**config.mk**
```make
export PLATFORM = sky130hd
export DESIGN_NAME = hazard_ctrl_flat
export DESIGN_NICKNAME = d
export VERILOG_FILES = /design/src/rtl/hazard_ctrl_pkg.sv /design/src/rtl/hazard_ctrl_if.sv /design/src/rtl/hazard_sat_cnt.sv /design/src/rtl/hazard_ctrl.sv /design/src/flat_wrapper.sv
export SDC_FILE = /design/constraint.sdc
export NUM_CORES = 1
export LEC_CHECK = 0
export CORE_ASPECT_RATIO = 0.8
export CORE_MARGIN = 4
export CORE_UTILIZATION = 45
export CTS_BUF_LIST = sky130_fd_sc_hd__clkbuf_4 sky130_fd_sc_hd__clkbuf_8
export CTS_CLUSTER_SIZE = 12
export DETAILED_ROUTE_END_ITERATION = 7
export PLACE_DENSITY_LB_ADDON = 0.05
export SYNTH_ARGS = -nofsm -noshare
export SYNTH_HDL_FRONTEND = slang
export SYNTH_SLANG_ARGS = --single-unit
```
**constraint.sdc**
```tcl
create_clock -name clk -period 2.2 [get_ports clk]
set_input_delay 0.22 -clock clk [delete_from_list [all_inputs] [get_ports clk]]
set_output_delay 0.22 -clock clk [all_outputs]
set_load 0.05 [all_outputs]
```
**src/rtl/hazard_ctrl_pkg.sv**
```systemverilog
// hazard_ctrl shared definitions: stall-bit indices, FSM states, stall masks.
// Counter ports and logic exist only when HAZARD_STATS_EN is defined.
package hazard_ctrl_pkg;

    localparam int ST_PC  = 0;
    localparam int ST_IF  = 1;
    localparam int ST_ID  = 2;
    localparam int ST_EX  = 3;
    localparam int ST_MEM = 4;
    localparam int ST_WB  = 5;

    typedef enum logic [1:0] {
        RUN  = 2'd0,
        LU   = 2'd1,
        EXW  = 2'd2,
        MEMW = 2'd3
    } state_e;

    localparam logic [5:0] STALL_NONE = 6'b000000;
    localparam logic [5:0] STALL_LU   = 6'b000111;
    localparam logic [5:0] STALL_EX   = 6'b001111;
    localparam logic [5:0] STALL_MEM  = 6'b011111;

endpackage

```
**src/rtl/hazard_ctrl_if.sv**
```systemverilog
// Hazard controller bundle: ID/EX/MEM requests in, stall/flush controls out.
// Counter signals exist only when HAZARD_STATS_EN is defined.
interface hazard_ctrl_if;

    logic       id_inst_vld_i;
    logic       id_reg1_ren_i;
    logic       id_reg2_ren_i;
    logic [4:0] id_reg1_addr_i;
    logic [4:0] id_reg2_addr_i;
    logic       id_wreg_i;
    logic [4:0] id_waddr_i;
    logic       id_is_load_i;
    logic       ex_busy_i;
    logic       mem_stallreq_i;
    logic       flush_i;
    logic [5:0] stall_o;
    logic       flush_o;
    logic [1:0] cause_o;
    logic       ex_timeout_o;
`ifdef HAZARD_STATS_EN
    logic [31:0] lu_cnt_o;
    logic [31:0] ex_cnt_o;
    logic [31:0] mem_cnt_o;
`endif

    modport master (
        output id_inst_vld_i, id_reg1_ren_i, id_reg2_ren_i,
        output id_reg1_addr_i, id_reg2_addr_i,
        output id_wreg_i, id_waddr_i, id_is_load_i,
        output ex_busy_i, mem_stallreq_i, flush_i,
`ifdef HAZARD_STATS_EN
        input  lu_cnt_o, ex_cnt_o, mem_cnt_o,
`endif
        input  stall_o, flush_o, cause_o, ex_timeout_o
    );

    modport slave (
        input  id_inst_vld_i, id_reg1_ren_i, id_reg2_ren_i,
        input  id_reg1_addr_i, id_reg2_addr_i,
        input  id_wreg_i, id_waddr_i, id_is_load_i,
        input  ex_busy_i, mem_stallreq_i, flush_i,
`ifdef HAZARD_STATS_EN
        output lu_cnt_o, ex_cnt_o, mem_cnt_o,
`endif
        output stall_o, flush_o, cause_o, ex_timeout_o
    );

endinterface

```
**src/rtl/hazard_sat_cnt.sv**
```systemverilog
// 32-bit saturating event counter with enable and synchronous reset.
// Built only with HAZARD_STATS_EN, the sole configuration that uses it.
`ifdef HAZARD_STATS_EN
module hazard_sat_cnt (
    input  logic        clk,
    input  logic        rst,
    input  logic        en,
    output logic [31:0] cnt
);

    always_ff @(posedge clk) begin
        if (rst)
            cnt <= '0;
        else if (en && cnt != 32'hFFFF_FFFF)
            cnt <= cnt + 32'd1;
    end

endmodule
`endif

```
**src/rtl/hazard_ctrl.sv**
```systemverilog
// Pipeline stall/flush controller: load-use shadow, cause priority, EX watchdog.
// Define HAZARD_STATS_EN to add per-cause saturating stall counters.
module hazard_ctrl
    import hazard_ctrl_pkg::*;
#(
    parameter int MAX_EX_WAIT = 64
) (
    input  logic          clk,
    input  logic          rst,
    hazard_ctrl_if.slave  hz
);

    state_e      state;
    state_e      nxt;
    logic        ex_ld_vld;
    logic [4:0]  ex_ld_addr;
    logic [15:0] ex_wait;
    logic [15:0] ex_wait_nx;
    logic        timeout;
    logic        r1_hit;
    logic        r2_hit;
    logic        lu_hz;
    logic        ld_new;
    logic        c_fl;
    logic        c_mem;
    logic        c_ex;
    logic        c_lu;
    logic [5:0]  stall;
    logic        flush;

    assign r1_hit = hz.id_reg1_ren_i && (hz.id_reg1_addr_i != 5'd0)
                 && (hz.id_reg1_addr_i == ex_ld_addr);
    assign r2_hit = hz.id_reg2_ren_i && (hz.id_reg2_addr_i != 5'd0)
                 && (hz.id_reg2_addr_i == ex_ld_addr);
    assign lu_hz  = ex_ld_vld && (r1_hit || r2_hit);

    assign ld_new = hz.id_inst_vld_i && hz.id_is_load_i
                 && hz.id_wreg_i && (hz.id_waddr_i != 5'd0);

    // One-hot applied cause, priority flush > MEM > EX > load-use
    assign c_fl  = hz.flush_i;
    assign c_mem = !c_fl && hz.mem_stallreq_i;
    assign c_ex  = !c_fl && !hz.mem_stallreq_i && hz.ex_busy_i;
    assign c_lu  = !c_fl && !hz.mem_stallreq_i && !hz.ex_busy_i && lu_hz;

    always_comb begin
        stall = STALL_NONE;
        flush = 1'b0;
        nxt   = RUN;
        unique case (1'b1)
            c_fl:  flush = 1'b1;
            c_mem: begin stall = STALL_MEM; nxt = MEMW; end
            c_ex:  begin stall = STALL_EX;  nxt = EXW;  end
            c_lu:  begin stall = STALL_LU;  nxt = LU;   end
            default: ;
        endcase
    end

    assign hz.stall_o      = rst ? STALL_NONE : stall;
    assign hz.flush_o      = !rst && flush;
    assign hz.cause_o      = state;
    assign hz.ex_timeout_o = timeout;

    always_ff @(posedge clk) begin
        if (rst)
            state <= RUN;
        else
            state <= nxt;
    end

    // Shadow follows whatever enters EX: held, bubbled or newly loaded
    always_ff @(posedge clk) begin
        if (rst || c_fl) begin
            ex_ld_vld  <= 1'b0;
            ex_ld_addr <= 5'd0;
        end else if (stall[ST_EX]) begin
            ex_ld_vld  <= ex_ld_vld;
            ex_ld_addr <= ex_ld_addr;
        end else if (stall[ST_ID]) begin
            ex_ld_vld  <= 1'b0;
            ex_ld_addr <= 5'd0;
        end else begin
            ex_ld_vld  <= ld_new;
            ex_ld_addr <= hz.id_waddr_i;
        end
    end

    assign ex_wait_nx = (ex_wait == 16'hFFFF) ? ex_wait : ex_wait + 16'd1;

    always_ff @(posedge clk) begin
        if (rst) begin
            ex_wait <= 16'd0;
            timeout <= 1'b0;
        end else if (c_ex) begin
            ex_wait <= ex_wait_nx;
            if (ex_wait_nx == 16'(MAX_EX_WAIT))
                timeout <= 1'b1;
        end else begin
            ex_wait <= 16'd0;
        end
    end

`ifdef HAZARD_STATS_EN
    hazard_sat_cnt u_lu_cnt (
        .clk (clk),
        .rst (rst),
        .en  (c_lu),
        .cnt (hz.lu_cnt_o)
    );

    hazard_sat_cnt u_ex_cnt (
        .clk (clk),
        .rst (rst),
        .en  (c_ex),
        .cnt (hz.ex_cnt_o)
    );

    hazard_sat_cnt u_mem_cnt (
        .clk (clk),
        .rst (rst),
        .en  (c_mem),
        .cnt (hz.mem_cnt_o)
    );
`endif

endmodule

```
**src/flat_wrapper.sv**
```systemverilog
// flat-port wrapper written by rule: the top's interface ports become plain ports
module hazard_ctrl_flat import hazard_ctrl_pkg::*;
#(
    parameter int MAX_EX_WAIT = 64
)
  (clk, rst, hz_id_inst_vld_i, hz_id_reg1_ren_i, hz_id_reg2_ren_i, hz_id_reg1_addr_i, hz_id_reg2_addr_i, hz_id_wreg_i, hz_id_waddr_i, hz_id_is_load_i, hz_ex_busy_i, hz_mem_stallreq_i, hz_flush_i, hz_stall_o, hz_flush_o, hz_cause_o, hz_ex_timeout_o);
  hazard_ctrl_if hz_i ();
  input  logic clk;
  input  logic rst;
  input wire logic [$bits(hz_i.id_inst_vld_i)-1:0] hz_id_inst_vld_i;
  input wire logic [$bits(hz_i.id_reg1_ren_i)-1:0] hz_id_reg1_ren_i;
  input wire logic [$bits(hz_i.id_reg2_ren_i)-1:0] hz_id_reg2_ren_i;
  input wire logic [$bits(hz_i.id_reg1_addr_i)-1:0] hz_id_reg1_addr_i;
  input wire logic [$bits(hz_i.id_reg2_addr_i)-1:0] hz_id_reg2_addr_i;
  input wire logic [$bits(hz_i.id_wreg_i)-1:0] hz_id_wreg_i;
  input wire logic [$bits(hz_i.id_waddr_i)-1:0] hz_id_waddr_i;
  input wire logic [$bits(hz_i.id_is_load_i)-1:0] hz_id_is_load_i;
  input wire logic [$bits(hz_i.ex_busy_i)-1:0] hz_ex_busy_i;
  input wire logic [$bits(hz_i.mem_stallreq_i)-1:0] hz_mem_stallreq_i;
  input wire logic [$bits(hz_i.flush_i)-1:0] hz_flush_i;
  output wire logic [$bits(hz_i.stall_o)-1:0] hz_stall_o;
  output wire logic [$bits(hz_i.flush_o)-1:0] hz_flush_o;
  output wire logic [$bits(hz_i.cause_o)-1:0] hz_cause_o;
  output wire logic [$bits(hz_i.ex_timeout_o)-1:0] hz_ex_timeout_o;
  assign hz_i.id_inst_vld_i = hz_id_inst_vld_i;
  assign hz_i.id_reg1_ren_i = hz_id_reg1_ren_i;
  assign hz_i.id_reg2_ren_i = hz_id_reg2_ren_i;
  assign hz_i.id_reg1_addr_i = hz_id_reg1_addr_i;
  assign hz_i.id_reg2_addr_i = hz_id_reg2_addr_i;
  assign hz_i.id_wreg_i = hz_id_wreg_i;
  assign hz_i.id_waddr_i = hz_id_waddr_i;
  assign hz_i.id_is_load_i = hz_id_is_load_i;
  assign hz_i.ex_busy_i = hz_ex_busy_i;
  assign hz_i.mem_stallreq_i = hz_mem_stallreq_i;
  assign hz_i.flush_i = hz_flush_i;
  assign hz_stall_o = hz_i.stall_o;
  assign hz_flush_o = hz_i.flush_o;
  assign hz_cause_o = hz_i.cause_o;
  assign hz_ex_timeout_o = hz_i.ex_timeout_o;
  hazard_ctrl #(.MAX_EX_WAIT(MAX_EX_WAIT)) u_core (.clk(clk), .rst(rst), .hz(hz_i));
endmodule
```
=== Yosys cells after proc, flatten, opt, wreduce, memory -nomap -nowiden ===
Cells that the tools add are included.

* $add $sub $neg: 1
* Equality and inequality tests: 4
* Muxes and demuxes: 7
* Bitwise operators: 1
* Reduce and logical (&&, ||, !) cells: 25

{| class="wikitable"
|+ Operators with widths
! operator !! number
|-
| 16-bit by 1-bit adder with 16-bit output, second input constant || 1
|-
| 16-bit equality test, second input constant || 1
|-
| 16-bit by 7-bit equality test with 1-bit output, second input constant || 1
|-
| 16-bit two-way mux || 1
|-
| 5-bit one-hot mux with 3 select lines || 1
|-
| 5-bit nonzero test || 3
|-
| 1-bit logical AND || 14
|-
| 5-bit equality test || 2
|-
| 5-bit two-way mux || 2
|-
| 2-bit one-hot mux with 3 select lines || 1
|-
| 1-bit logical NOT || 4
|-
| 1-bit logical OR || 2
|-
| 1-bit two-way mux || 2
|-
| 2-bit AND reduction || 1
|-
| 2-bit OR reduction || 1
|-
| 1-bit NOT || 1
|}

* Register bits: 25
* Bits of input ports: 25
* Output and inout port bits: 10
* Logic and storage cells: 43

=== Depth between registers and ports, before layout ===
Gate-level depths: netlist (run 1).

* Depth in word-level cells: 8
* Mapped depth: 8
* Depth with buffers taken out: 7

=== Worst setup path after synthesis (run 1) ===
Ideal clock, no wire load.

* Path kind: register to output
* From: register u_core.ex_ld_addr[4]
* To: output hz_stall_o[1]
* Arrival time: 2,135 ps
* Required time: 1,980 ps
* Path slack: -155 ps
* Cell stages (with the launch flop): 8
* Buffers on the path: 1
* Path through: dfxtp_1 or2_2 o21ai_1 and4_1 o21a_1 nor3_1 nor2_1 buf_4

* Longest elaborated chain between the ends: 7
* Elaborated cells on any way between the ends: 9
* Classes of those cells: 2 x eq/ne; 2 x mux; 5 x reduce/logical

{| class="wikitable"
|+ RTL lines
! item !! RTL line !! source
|-
| from (decl) || hazard_ctrl.sv:16 || <nowiki>logic [4:0] ex_ld_addr;</nowiki>
|-
| from (signal assigned) || hazard_ctrl.sv:78 || <nowiki>ex_ld_addr <= ex_ld_addr;</nowiki>
|-
| from (signal assigned) || hazard_ctrl.sv:84 || <nowiki>ex_ld_addr <= hz.id_waddr_i;</nowiki>
|-
| 5-bit equality test (on tied branches) || hazard_ctrl.sv:32, hazard_ctrl.sv:34 ||
|-
| 1-bit logical AND (on tied branches) || hazard_ctrl.sv:32, hazard_ctrl.sv:34 ||
|-
| 1-bit logical OR (*) || hazard_ctrl.sv:35 || <nowiki>assign lu_hz = ex_ld_vld && (r1_hit || r2_hit);</nowiki>
|-
| 1-bit logical AND (*) || hazard_ctrl.sv:35 ||
|-
| 1-bit logical AND (*) || hazard_ctrl.sv:44 || <nowiki>assign c_lu = !c_fl && !hz.mem_stallreq_i && !hz.ex_busy_i && lu_hz;</nowiki>
|-
| 5-bit one-hot mux with 3 select lines (*) || hazard_ctrl.sv:50 || <nowiki>unique case (1'b1)</nowiki>
|-
| 5-bit two-way mux (*) || hazard_ctrl.sv:59 || <nowiki>assign hz.stall_o = rst ? STALL_NONE : stall;</nowiki>
|-
| to (decl) || flat_wrapper.sv:21 || <nowiki>output wire logic [$bits(hz_i.stall_o)-1:0] hz_stall_o;</nowiki>
|}

Mark *: on every way between the ends. The rest lies on a longest branch, timed or not.

=== Worst setup path after layout (run 1) ===
* From: register u_core.ex_ld_addr[0]
* To: output hz_stall_o[0]

The elaborated chain is that of the path after synthesis.

==> metrics.txt, run 1 <==
clock slew seen by the registers of the worst setup and hold paths=0.08 ns; period utilization=0.9456; post-layout power=0.0008996 W; most common flop cell mapped by yosys=dfxtp_1; Row Count=18; WL/cell=14.66 um; Avg Cell Area, Syn=7.837 um^2; synthesized net count=212; sw frac=0.2430; die outline height=58.91 um; clk_lat worst skew=0.27 ns; fin util=0.6659; synthesized flop and latch total=25; first-pass GRT wire length=6341 um; CP Capture Type=output port; CP max stage cell=dfxtp_4; Tot GR Track Use=0.1868; run status=finished clean; cell area after synthesis=1458 um^2; Pre-Repair DR Iteration Count=4; HPWL Detailed=3033 um; via/cell ratio=5.494; share of layout cells above drive strength 1=0.1921; Total Nets Final=256; Largest stage delay, worst path=0.37 ns; Overflow after GRT=0; Seq/Total Area, Yosys=0.3433; Die ar.=4219 um^2; DRT antenna net count=0; Initial Util=0.4690; Critical Path AT=1.86 ns; RSZ-0062 raised after global routing=false; number of distinct library cells after synthesis=45; worst-margin pin slew=0.5058 ns; Final Critical Period=2.080 ns; # DRC=0; Clk pwr share=0.315; CTS max path bufs=2; initial DRC count=82; vias in the first global route=1359; Core ar.=3108 um^2; Gate Count Post-Synth=186; Max Clock Freq=480.7 MHz; sequential group share of total power=0.511; CTS buffer count=3; IO Pins=35; post-synth top area share=0.3433; CP startpoint kind=flop; CTS Root Cell=clkbuf_8; Worst Setup Path Type=reg2out; Pint=0.0006810 W; P&R area growth vs syn=41.97%; MaxCap Viol Count=0; Required @ worst endpoint=1.98 ns; Synth warnings=0; Post-synth EDFFs=0; type of the worst min-delay path=reg2reg; Area contributors post-synth=dfxtp_1 (34%), nor2_1 (6.7%), nand2_1 (4.1%), xnor2_1 (3.6%), xor2_1 (3.6%); Clock Skew=0.005682 ns; combinational power share=0.174; final WL=3943 um; clk sink count=25; area leader, netlist=dfxtp_1; initial antenna violation count=0; Peak VDD IR=374.4 uV; asr flop ratio synth=0; Clock H-tree levels=1; LEAKAGE=0.7456 nW; Max Slew Vio Count=0; placer's final routability congestion estimate=0.8639; largest net degree at the start of global routing=16; vias post-DR=1478; I/O Buffers=33; Die X-Extent=71.63 um; Worst slew margin=0.6600; setup TNS=0 ns; power density over the cells=434.7 nW/um^2; CTS tree=built; Hold Violations, Final=0; critical path cell sequence=nor4_4 > o21ai_1 > and4_1 > o21a_4 > nor3_4 > nor2_4 > buf_12; Final Setup Violations=0; Ant. Diodes=0; Sw Pwr=0.0002186 W; Worst Path Max Fanout=4
[kinds of logic after synthesis]
kind of cell,Yosys count,synth area share
AOI/OAI and AO/OA,37,0.1700
xor gates and xnor gates,12,0.07210
adders and majority gates,1,0.008582
buffers and inverters,17,0.05837
DFF,25,0.3433
muxes,5,0.03605
other,1,0.002573
and+or+nand+nor,88,0.3090
[flip-flops by register name, indices dropped and copies added, names as in the netlist]
register                cells
u_core.ex_ld_vld            1
u_core.hz.ex_timeout_o      1
u_core.ex_wait             16
u_core.hz.cause_o           2
u_core.ex_ld_addr           5
[cell usage after synthesis (5+ instances only)]
library cell	number
nor2_1	26
dfxtp_1	25
nand2_1	16
a21oi_1	10
nand3_1	9
nor3_1	8
clkbuf_1	6
nand4_1	6
o21ai_0	6
xnor2_1	6
xor2_1	6
a22o_1	5
inv_1	5
[what timing repair did]
action	CTS	global route
buffers inserted	0	3
gates resized for setup	1	15
endpoints found under the setup margin	3	3
hold buffers	0	0
pin swaps	0	8
[layer usage]
layer	GRT usage	routed length [um]
met1	0.2638	1920
met2	0.2945	1770
met3	0.04778	235
met5	0	0
met4	0.02681	17
[power groups by stage]
stage | registers [W] | clock network [W] | logic (W)
2_1_floorplan | 0.000477 | 0 | 0.0000598
3_3_place_gp | 0.000472 | 0 | 0.000146
3_5_place_dp | 0.000472 | 0 | 0.000149
4_1_cts | 0.000461 | 0.000289 | 0.000151
5_1_grt | 0.000461 | 0.000314 | 0.000164
6_report | 0.000460 | 0.000283 | 0.000156
[critical path: cells and delay by family, from the launching register on]
kind / cells / cell delay, ns
buffers and inverters: 1 / 0.15
DFF: 1 / 0.37
and+or+nand+nor: 4 / 0.74
AOI/OAI and AO/OA: 2 / 0.32
[final timing paths]
| kind | start | end | slack [ns] | cells after the start |
|---|---|---|---|---|
| hold reg to reg | u_core.hz.ex_timeout_o | u_core.hz.ex_timeout_o | 0.51 | 2 |
| hold / removal | u_core.hz.ex_timeout_o | u_core.hz.ex_timeout_o | 0.51 | 2 |
| setup reg to reg | u_core.ex_wait[0] | u_core.hz.ex_timeout_o | 0.18 | 7 |
| setup / recovery | u_core.ex_ld_addr[0] | hz_stall_o[0] | 0.12 | 7 |
[cell type report]
cell class / count / area (um^2)
Multi-Input combinational cell: 144 / 925.9
Fill cell: 260 / 1039
Clock buffer: 4 / 48.80
Tap cell: 40 / 50.05
Sequential cell: 25 / 510.5
Inverter: 5 / 18.77
Timing Repair Buffer: 51 / 515.5
[per-stage QoR]
step	std cells	setup WS, ns	area, um^2	hold slack [ns]
global route	269	0.0009470	2069	0.5359
CTS	267	0.04785	1996	0.5032
global placement	263	0.04249	1942	0.4787
detailed placement	263	0.01325	1942	0.4874
finish	269	0.1197	2069	0.5141
floorplan	186	0.1233	1460	0.3374
[cells in the final DEF, fill, tap and decap left out, types with 2 or more instances in the layout]
cell type / count
or4_1: 2
a31oi_1: 2
nor3_1: 7
nor2_1: 25
nand3_1: 9
a21oi_1: 10
buf_4: 19
mux2i_1: 3
buf_12: 5
clkbuf_8: 3
nand2b_1: 3
a22o_1: 5
nor4_1: 2
mux2_2: 2
o21ai_0: 6
or2_1: 2
clkdlybuf4s50_1: 26
nor4_2: 2
dfxtp_1: 21
nand2_1: 16
xnor2_1: 6
or3_1: 2
xor2_1: 6
and4_1: 3
o22ai_1: 2
and3_1: 2
inv_1: 5
dfxtp_2: 2
dfxtp_4: 2
nand4_1: 6
o2111ai_1: 2
Note: power is estimated with default switching activity, not from simulation.
==> run 2, diff against run 1 <==
--- a/config.mk
+++ b/config.mk
@@ -9,7 +9,6 @@
 export CORE_MARGIN = 4
 export CORE_UTILIZATION = 45
 export CTS_BUF_LIST = sky130_fd_sc_hd__clkbuf_4 sky130_fd_sc_hd__clkbuf_8
-export CTS_CLUSTER_SIZE = 12
 export DETAILED_ROUTE_END_ITERATION = 7
 export PLACE_DENSITY_LB_ADDON = 0.05
 export SYNTH_ARGS = -nofsm -noshare
==> results of run 2 <==
No change in the layout: final DEF, timing and power equal those of run 1.
==> run 3, diff against run 2 <==
--- a/config.mk
+++ b/config.mk
@@ -11,6 +11,7 @@
 export CTS_BUF_LIST = sky130_fd_sc_hd__clkbuf_4 sky130_fd_sc_hd__clkbuf_8
 export DETAILED_ROUTE_END_ITERATION = 7
 export PLACE_DENSITY_LB_ADDON = 0.05
+export SKIP_LAST_GASP = 1
 export SYNTH_ARGS = -nofsm -noshare
 export SYNTH_HDL_FRONTEND = slang
 export SYNTH_SLANG_ARGS = --single-unit
==> results of run 3 <==
No change in the layout: final DEF, timing and power equal those of run 1.
